--- src/rtl/priority_arbiter_4.sv ---
// priority_arbiter_4
// Four-way request arbiter with a registered one-hot grant. Arbitration
// happens only while idle; once a requester is granted it keeps the grant
// until it drops its request or until it has held the grant for MAX_HOLD
// cycles. After every release there is at least one idle cycle before the
// next grant.
//
// Parameters
//   MAX_HOLD     : maximum consecutive grant cycles before forced release
//                  (0 = unlimited)
// Ports
//   clk          : single clock, all state changes on its rising edge
//   rst_n        : synchronous active-low reset
//   req[3:0]     : request lines, one per requester
//   rr_mode      : 0 = fixed priority (3 highest), 1 = round-robin
//   gnt[3:0]     : registered one-hot grant
//   gnt_id[1:0]  : registered index of the granted requester (0 while idle)
//   gnt_valid    : high while a grant is active (|gnt)
//   hold_expired : one-cycle pulse in the idle cycle after a forced release

module priority_arbiter_4 #(
  parameter int MAX_HOLD = 8
) (
  input  logic       clk,
  input  logic       rst_n,
  input  logic [3:0] req,
  input  logic       rr_mode,
  output logic [3:0] gnt,
  output logic [1:0] gnt_id,
  output logic       gnt_valid,
  output logic       hold_expired
);

  localparam int CW = (MAX_HOLD < 1) ? 1 : $clog2(MAX_HOLD + 1);
  // Counter value seen during the last permitted grant cycle: the counter
  // is zero in the first grant cycle.
  localparam logic [CW-1:0] HOLD_LAST    = (MAX_HOLD < 1) ? '0 : CW'(MAX_HOLD - 1);
  localparam logic [CW-1:0] CNT_MAX      = '1;
  localparam bit            HOLD_LIMITED = (MAX_HOLD != 0);

  typedef enum logic {
    IDLE,
    GRANT
  } state_t;

  state_t          state_q, state_d;
  logic [3:0]      gnt_q, gnt_d;
  logic [1:0]      gnt_id_q, gnt_id_d;
  logic [1:0]      last_id_q, last_id_d;
  logic [CW-1:0]   cnt_q, cnt_d;
  logic            hold_exp_q, hold_exp_d;

  logic [1:0]      winner;
  logic [1:0]      cand;
  logic            found;
  logic            owner_req;

  assign owner_req = req[gnt_id_q];

  // Winner selection. Round-robin searches last_id-1, -2, -3 and finally
  // last_id itself (2-bit subtraction wraps naturally); fixed priority lets
  // the highest asserted index overwrite lower ones.
  always_comb begin
    winner = 2'd0;
    cand   = 2'd0;
    found  = 1'b0;
    if (rr_mode) begin
      for (int k = 1; k <= 4; k++) begin
        cand = last_id_q - 2'(k);
        if (!found && req[cand]) begin
          winner = cand;
          found  = 1'b1;
        end
      end
    end else begin
      for (int k = 0; k < 4; k++) begin
        if (req[k]) winner = 2'(k);
      end
    end
  end

  // Next-state logic. While granting, only the owner's request line matters.
  // A release caused by the owner dropping its request is voluntary even if
  // the hold limit is reached on the same edge, so no pulse in that case.
  always_comb begin
    state_d    = state_q;
    gnt_d      = gnt_q;
    gnt_id_d   = gnt_id_q;
    last_id_d  = last_id_q;
    cnt_d      = cnt_q;
    hold_exp_d = 1'b0;
    case (state_q)
      IDLE: begin
        if (req != 4'b0000) begin
          state_d  = GRANT;
          gnt_d    = 4'b0001 << winner;
          gnt_id_d = winner;
          cnt_d    = '0;
        end
      end
      GRANT: begin
        if (!owner_req || (HOLD_LIMITED && cnt_q == HOLD_LAST)) begin
          state_d    = IDLE;
          gnt_d      = 4'b0000;
          gnt_id_d   = 2'd0;
          last_id_d  = gnt_id_q;
          hold_exp_d = owner_req;
        end else if (cnt_q != CNT_MAX) begin
          cnt_d = cnt_q + 1'b1;
        end
      end
    endcase
  end

  // State register with synchronous active-low reset taking priority over
  // everything, including an active grant.
  always_ff @(posedge clk) begin
    if (!rst_n) begin
      state_q    <= IDLE;
      gnt_q      <= 4'b0000;
      gnt_id_q   <= 2'd0;
      last_id_q  <= 2'd0;
      cnt_q      <= '0;
      hold_exp_q <= 1'b0;
    end else begin
      state_q    <= state_d;
      gnt_q      <= gnt_d;
      gnt_id_q   <= gnt_id_d;
      last_id_q  <= last_id_d;
      cnt_q      <= cnt_d;
      hold_exp_q <= hold_exp_d;
    end
  end

  assign gnt          = gnt_q;
  assign gnt_id       = gnt_id_q;
  assign gnt_valid    = |gnt_q;
  assign hold_expired = hold_exp_q;

endmodule
--- config.mk ---
export PLATFORM = sky130hd
export DESIGN_NAME = priority_arbiter_4
export DESIGN_NICKNAME = d
export VERILOG_FILES = /design/src/rtl/priority_arbiter_4.sv
export SDC_FILE = /design/constraint.sdc
export NUM_CORES = 1
export LEC_CHECK = 0
export BUFFER_PORTS_ARGS = -buffer_cell sky130_fd_sc_hd__buf_2
export CELL_PAD_IN_SITES_DETAIL_PLACEMENT = 1
export CELL_PAD_IN_SITES_GLOBAL_PLACEMENT = 1
export CORE_MARGIN = 2
export CORE_UTILIZATION = 41
export CTS_CLUSTER_SIZE = 8
export DETAILED_ROUTE_END_ITERATION = 6
export PLACE_DENSITY_LB_ADDON = 0.1
export SLEW_MARGIN = 40
export SYNTH_ARGS = -nofsm -noshare
export SYNTH_HDL_FRONTEND = slang
export SYNTH_SLANG_ARGS = --single-unit
--- constraint.sdc ---
create_clock -name clk -period 4.4 [get_ports clk]
set_clock_uncertainty 0.15 [all_clocks]
set_input_delay 0.88 -clock clk [delete_from_list [all_inputs] [get_ports clk]]
set_output_delay 0.88 -clock clk [all_outputs]
set_load 0.05 [all_outputs]
==> out/metrics.csv, run 1 <==
metric,value,unit
grt_pass1_vias,573,
clk_latency,0.29,ns
cp_slowest_cell,or4_1,
core,1560,um2
place_ws,1.90,ns
crit_path_max_incr_delay,0.51,ns
arrival,1.35,ns
drt-met1-wl,796,um
totalWireLength,1.55,mm
max_cap_viol_count,0,
mostFrequentLayoutCells,"dfxtp_1, buf_2, o21ai_0, nor2b_1",
ios,15,
yosysUniqueCellTypes,37,
grt_max_degree,12,
p_leak,0.334,nW
fin_tns_setup,0,ns
seq_area_frac_synth,40.1,%
globalplace.congestion,0.862,
cts-root-buf,clkbuf_4,
fin_cells,105,
cts_setup_buffers,0,
top_layer,met4,
wl_per_cell,14.8,um
drt_pass1_iterations,3,
hold_end,gnt[2],
max_clock_freq,421,MHz
setup_violations,0,
r2r-start,gnt_id[1],
die_h,45.3,um
hold_class,reg -> reg,
hp-start,gnt[2],
irDropWorstVdd,0.249,mV
clk_pin_slew,0.08,ns
ys_warn_count,0,
holdPathStages,1,
die_w,45.3,um
n_antenna_cell,0,
power_density,376,nW/um2
synthSimpleGateAreaFrac,22.6,%
grt_overflow_total,0,
fillers,186,
antenna_found_initial,0,
cp-end-kind,primary output,
layout_setup_ws,2.02,ns
path_cells,or4_1 -> buf_2,
cts_buffer_depth,2,
finalNetCount,98,
final-max-slew-violation-count,0,
layout-drive-gt1-share,28.1,%
synth_compound_area_share,25.6,%
drc_errors,0,
start_util,44.8,%
finalPower,0.308,mW
status,"finished, final reports clean",
numPortBuffers,14,
dp_cells,101,
met3WireLength,61,um
seq_area,280,um2
period_needed,2.38,ns
critPathLaunchType,flip-flop,
ys_seq_elements,14,
avgSynthCellArea,9.70,um2
worst_pin_slew,0.602,ns
rows,14,
crit_required,3.37,ns
path_max_fanout,3,
drt-initial-drc-count,8,
rrSetupSlack,2.49,ns
hold_viol_final,0,
netlist_instances,72,
cts_resized,0,
htree_levels,1,
viasPerCell,5.91,
synthMuxAreaShare,7.53,%
holdBufCountCts,0,
hpwlAfterDp,1.16,mm
track_usage,19.6,%
finalCritPeriodShare,54.0,%
grt_pass1_wl,2.73,mm
syn-cell-area,698,um2
clock-sinks,14,
rsz0062_at_grt,false,
timing_worst_setup_path_type,reg -> out,
max_slew_margin,59.8,%
fin_util,52.6,%
dieArea,2050,um2
synth_top_family_by_area,compound AO/OA/AOI/OAI gates,
ant_nets,0,
synthAdderAreaFrac,1.79,%
met2_length,657,um
synth_xor_area_share,0,%
r2r_cells,4,
syn_to_final_growth,17.4,%
cts_tree,yes,
cts_buffers,3,
syn_nets,80,
multi_input_area,402,um2
r2r-end,gnt_id[0],
vias,621,
-- cell families (layout without fill, tap and decap cells) --
| group | Yosys count | in the layout |
|---|---|---|
| AO/OA/AOI/OAI | 24 | 24 |
| adder cells (fa/ha/maj) | 1 | 1 |
| buffers and inverters | 4 | 21 |
| flip-flops | 14 | 14 |
| multiplexers | 4 | 4 |
| AND/OR/NAND/NOR | 25 | 25 |
-- per-layer routing --
metal / global-route usage [%] / vias up
met1: 26.4 / 295
met2: 26.0 / 10
met5: 0 / -
li1: - / 311
met4: 10.6 / 0
met3: 8.40 / 5
-- report_power, final --
part	internal (mW)	switching [mW]	leakage, nW
registers	0.134	0.00878	0.114
logic	0.0236	0.0475	0.198
clock network	0.0505	0.0433	0.0210
total	0.208	0.0996	0.334
-- per-stage QoR --
step,cell area [um2],hold slack [ns]
finish,820,0.339
global placement,783,0.319
floorplan,698,0.303
detailed placement,783,0.314
global route,820,0.370
CTS,820,0.340
-- state kept, by name (all words and copies together), names as in the netlist --
name          count
state_q           1
last_id_q         2
cnt_q             4
gnt_id            2
hold_expired      1
gnt               4
-- how the worst max path moves through the flow --
stage / to / slack (ns) / startpoint
CTS: gnt_valid / 2.00 / gnt[2]
finish: gnt_valid / 2.02 / gnt[2]
global route: gnt_valid / 1.97 / gnt[2]
floorplan: gnt_valid / 2.07 / gnt[2]
global placement: gnt_id[0] / 1.90 / req[3]
detailed placement: gnt[3] / 1.90 / req[3]
-- synth_stat cells, drive strengths merged --
cell     number  area [um2]
a31oi         2        12.5
nand4         1        6.26
or4           1        7.51
nor3b         1        7.51
a32o          1        11.3
o2bb2ai       2        17.5
o32ai         2        17.5
nor4          1        12.5
a21oi         3        15.0
mux2i         3        30.0
nand3         2        15.0
nor3          1        5.00
or2b          1        7.51
ha            1        12.5
nand2         3        11.3
nand2b        1        6.26
nor2b         4        25.0
a22o          2        17.5
buf           1        5.00
nand3b        1        7.51
and2          2        12.5
and3          2        13.8
or3           1        6.26
a21boi        2        26.3
nor2          3        13.8
a211oi        1        7.51
mux4          1        22.5
inv           3        11.3
o311ai        1        8.76
o211ai        2        15.0
o21ai         6        30.0
dfxtp        14         280
-- layout make-up --
| type | count | area share (%) |
|---|---|---|
| repair buffers | 14 | 8.55 |
| clock buffers | 4 | 4.43 |
| multi-input cells | 54 | 49.0 |
| inverters | 3 | 1.37 |
| well taps | 16 | 2.44 |
| flip-flops and latches | 14 | 34.2 |
-- worst max-delay path: cells and delay by family (launching register included) --
kind | cells | cell delay, ns
flip-flops | 1 | 0.33
AND/OR/NAND/NOR | 1 | 0.51
buffers and inverters | 1 | 0.22
No activity file was read; power rests on OpenSTA's default activity.
==> run 2, diff against run 1 <==
--- a/config.mk
+++ b/config.mk
@@ -5,11 +5,12 @@
 export SDC_FILE = /design/constraint.sdc
 export NUM_CORES = 1
 export LEC_CHECK = 0
+export ABC_AREA = 1
 export BUFFER_PORTS_ARGS = -buffer_cell sky130_fd_sc_hd__buf_2
 export CELL_PAD_IN_SITES_DETAIL_PLACEMENT = 1
 export CELL_PAD_IN_SITES_GLOBAL_PLACEMENT = 1
 export CORE_MARGIN = 2
-export CORE_UTILIZATION = 41
+export CORE_UTILIZATION = 35
 export CTS_CLUSTER_SIZE = 8
 export DETAILED_ROUTE_END_ITERATION = 6
 export PLACE_DENSITY_LB_ADDON = 0.1
==> constraint.sdc (replaced) <==
create_clock -name clk -period 2 [get_ports clk]
set_clock_uncertainty 0.15 [all_clocks]
set_input_delay 0.4 -clock clk [delete_from_list [all_inputs] [get_ports clk]]
set_output_delay 0.4 -clock clk [all_outputs]
set_load 0.05 [all_outputs]
==> run 2 against run 1 <==
Effect of this change: final cell count increased by 83%; non-clock buffer count is the same; combinational power increased to 4.0 times the previous value; count of clock-buffer cells in the layout fell by 1; via count up 52%; clock power up 68%; synthesized area increased by 39%; utilization down 12 points.
==> out/metrics.csv, run 2 <==
metric,value,unit
viasPerCell,4.92,
grt_overflow_total,0,
setup_violations,0,
core,2690,um2
hold_class,in -> reg,
yosysUniqueCellTypes,24,
sequentialPowerShare,42.0,%
globalplace.congestion,0.830,
multi_input_area,604,um2
yosys-top-cells-count,"nand2_1, nand3_1, inv_1, dfxtp_1, a21oi_1",
crit_required,1.45,ns
timing_worst_setup_path_type,reg -> out,
drt-initial-drc-count,18,
critPathBufInv,1,
hpwlAfterDp,2.00,mm
synthFlopType,dfxtp_1,
final-max-slew-violation-count,0,
max_cap_viol_count,0,
clk_pin_slew,0.08,ns
die_h,56.7,um
crit_path_max_incr_delay,0.52,ns
r2r_cells,12,
synth_edf_count,0,
track_usage,16.6,%
cts_buffer_depth,2,
place_area,1070,um2
holdBufCountCts,0,
power_density,694,nW/um2
yosysMostFrequentCell,nand2_1,
clock-sinks,14,
syn_nets,153,
drt_pass1_iterations,4,
max_slew_margin,82.9,%
r2r-end,gnt[3],
p_comb_share,37.4,%
hold_viol_final,0,
layout_setup_ws,0.111,ns
syn_to_final_growth,12.9,%
p_leak,0.524,nW
fin_tns_setup,0,ns
fillers,367,
hp-start,rst_n,
cts_setup_buffers,0,
grt_pass1_vias,969,
rrSetupSlack,0.32,ns
path_depth,2,
die_w,56.7,um
seq_area_frac_synth,28.8,%
ios,15,
cp-end-kind,primary output,
start_util,36.2,%
irDropWorstVdd,0.417,mV
mostFrequentLayoutCells,"nand2_1, nand3_1, inv_1, buf_2, dfxtp_1",
crit_family,simple AND/OR/NAND/NOR gates,
fin_area,1100,um2
antenna_found_initial,0,
max_clock_freq,529,MHz
rsz0062_at_grt,false,
wl_per_cell,12.8,um
r2r-start,last_id_q[0],
htree_levels,1,
netlist_instances,145,
fin_cells,192,
grt_pass1_wl,4.26,mm
finalNetCount,171,
ys_seq_elements,14,
async_flop_share,0,%
power_switching,0.310,mW
period_needed,1.89,ns
cts-root-buf,clkbuf_4,
grt_max_degree,11,
yosys.area.top_type_share,28.8,%
path_max_fanout,3,
arrival,1.34,ns
finalCritPeriodShare,94.5,%
ant_nets,0,
status,"finished, final reports clean",
final_common_cell,nand2_1,
path_cells,or4_1 -> buf_2,
worst_pin_slew,0.259,ns
totalWireLength,2.45,mm
vias,945,
dieArea,3220,um2
avgSynthCellArea,6.70,um2
drc_errors,0,
cp_slowest_cell,or4_1,
holdPathStages,3,
n_antenna_cell,0,
dp_cells,189,
power_frac_clock,20.7,%
synth.largest_area_cell,dfxtp_1,
p_int,0.452,mW
hold_end,hold_expired,
swShare,40.7,%
syn-cell-area,972,um2
synthTopCellsByArea,"dfxtp_1, nand2_1, nand3_1, nand2_4, inv_1",
clk_latency,0.27,ns
cts_buffers,3,
place_ws,0.0955,ns
numPortBuffers,14,
ys_warn_count,0,
cts_resized,0,
seq_area,285,um2
rows,19,
layout-drive-gt1-share,28.6,%
cts_tree,yes,
critPathLaunchType,flip-flop,
run 2: cell type report:
| type | count | area share, % |
|---|---|---|
| Clock buffer | 3 | 2.05 |
| Sequential cell | 14 | 26.0 |
| Multi-Input combinational cell | 111 | 55.1 |
| Inverter | 19 | 6.96 |
| Timing Repair Buffer | 14 | 6.39 |
| Tap cell | 31 | 3.53 |
run 2: metal layers:
metal | routed length [um] | share of wire (%) | track usage (%) | up-vias
li1 | - | - | - | 503
met1 | 1140 | 46 | 19.8 | 429
met2 | 1220 | 50 | 29.9 | 9
met5 | 0 | 0 | 0 | -
met4 | 34 | 1.4 | 6.12 | 0
met3 | 53 | 2.2 | 2.07 | 4
run 2: worst max-delay path by stage:
stage / start / endpoint
final: gnt[2] / gnt_valid
after global routing: last_id_q[0] / gnt[1]
after floorplan: gnt[2] / gnt_valid
after global placement: last_id_q[0] / gnt[3]
after detailed placement: last_id_q[0] / gnt[1]
after CTS: last_id_q[0] / gnt[3]
run 2: cell families (layout without fill, tap and decap cells):
logic type / Yosys count / in the layout / share of synthesized area, %
adders and majority gates: 1 / 1 / 1.29
AOI/OAI and AO/OA: 23 / 23 / 13.1
DFF: 14 / 14 / 28.8
buffers and inverters: 20 / 36 / 9.01
and+or+nand+nor: 87 / 87 / 47.7
run 2: worst reg2reg max path: stages, from the launching register on:
cell	delay (ns)
dfxtp_4	0.43
inv_6	0.07
nand2_4	0.06
nand2_2	0.05
nand2_1	0.10
nand2_2	0.09
nor2_4	0.12
nand3b_1	0.10
nand2_2	0.08
nor2_2	0.05
nor2_4	0.09
nand3_1	0.09
a21oi_1	0.13
run 2: stage by stage:
| step | total power [mW] | hold WS [ns] | utilization (%) |
|---|---|---|---|
| 2_1_floorplan | 0.548 | 0.304 | - |
| 3_3_place_gp | 0.610 | 0.310 | 39.8 |
| 3_5_place_dp | 0.615 | 0.323 | 39.8 |
| 4_1_cts | 0.776 | 0.258 | 40.7 |
| 5_1_grt | 0.819 | 0.287 | 40.8 |
| 6_report | 0.762 | 0.268 | 40.8 |
run 2: power groups by stage:
stage	logic [mW]	clock network, mW	registers (mW)
global placement	0.284	0	0.326
global route	0.317	0.178	0.323
CTS	0.290	0.166	0.320
floorplan	0.188	0	0.360
finish	0.285	0.158	0.320
detailed placement	0.288	0	0.327
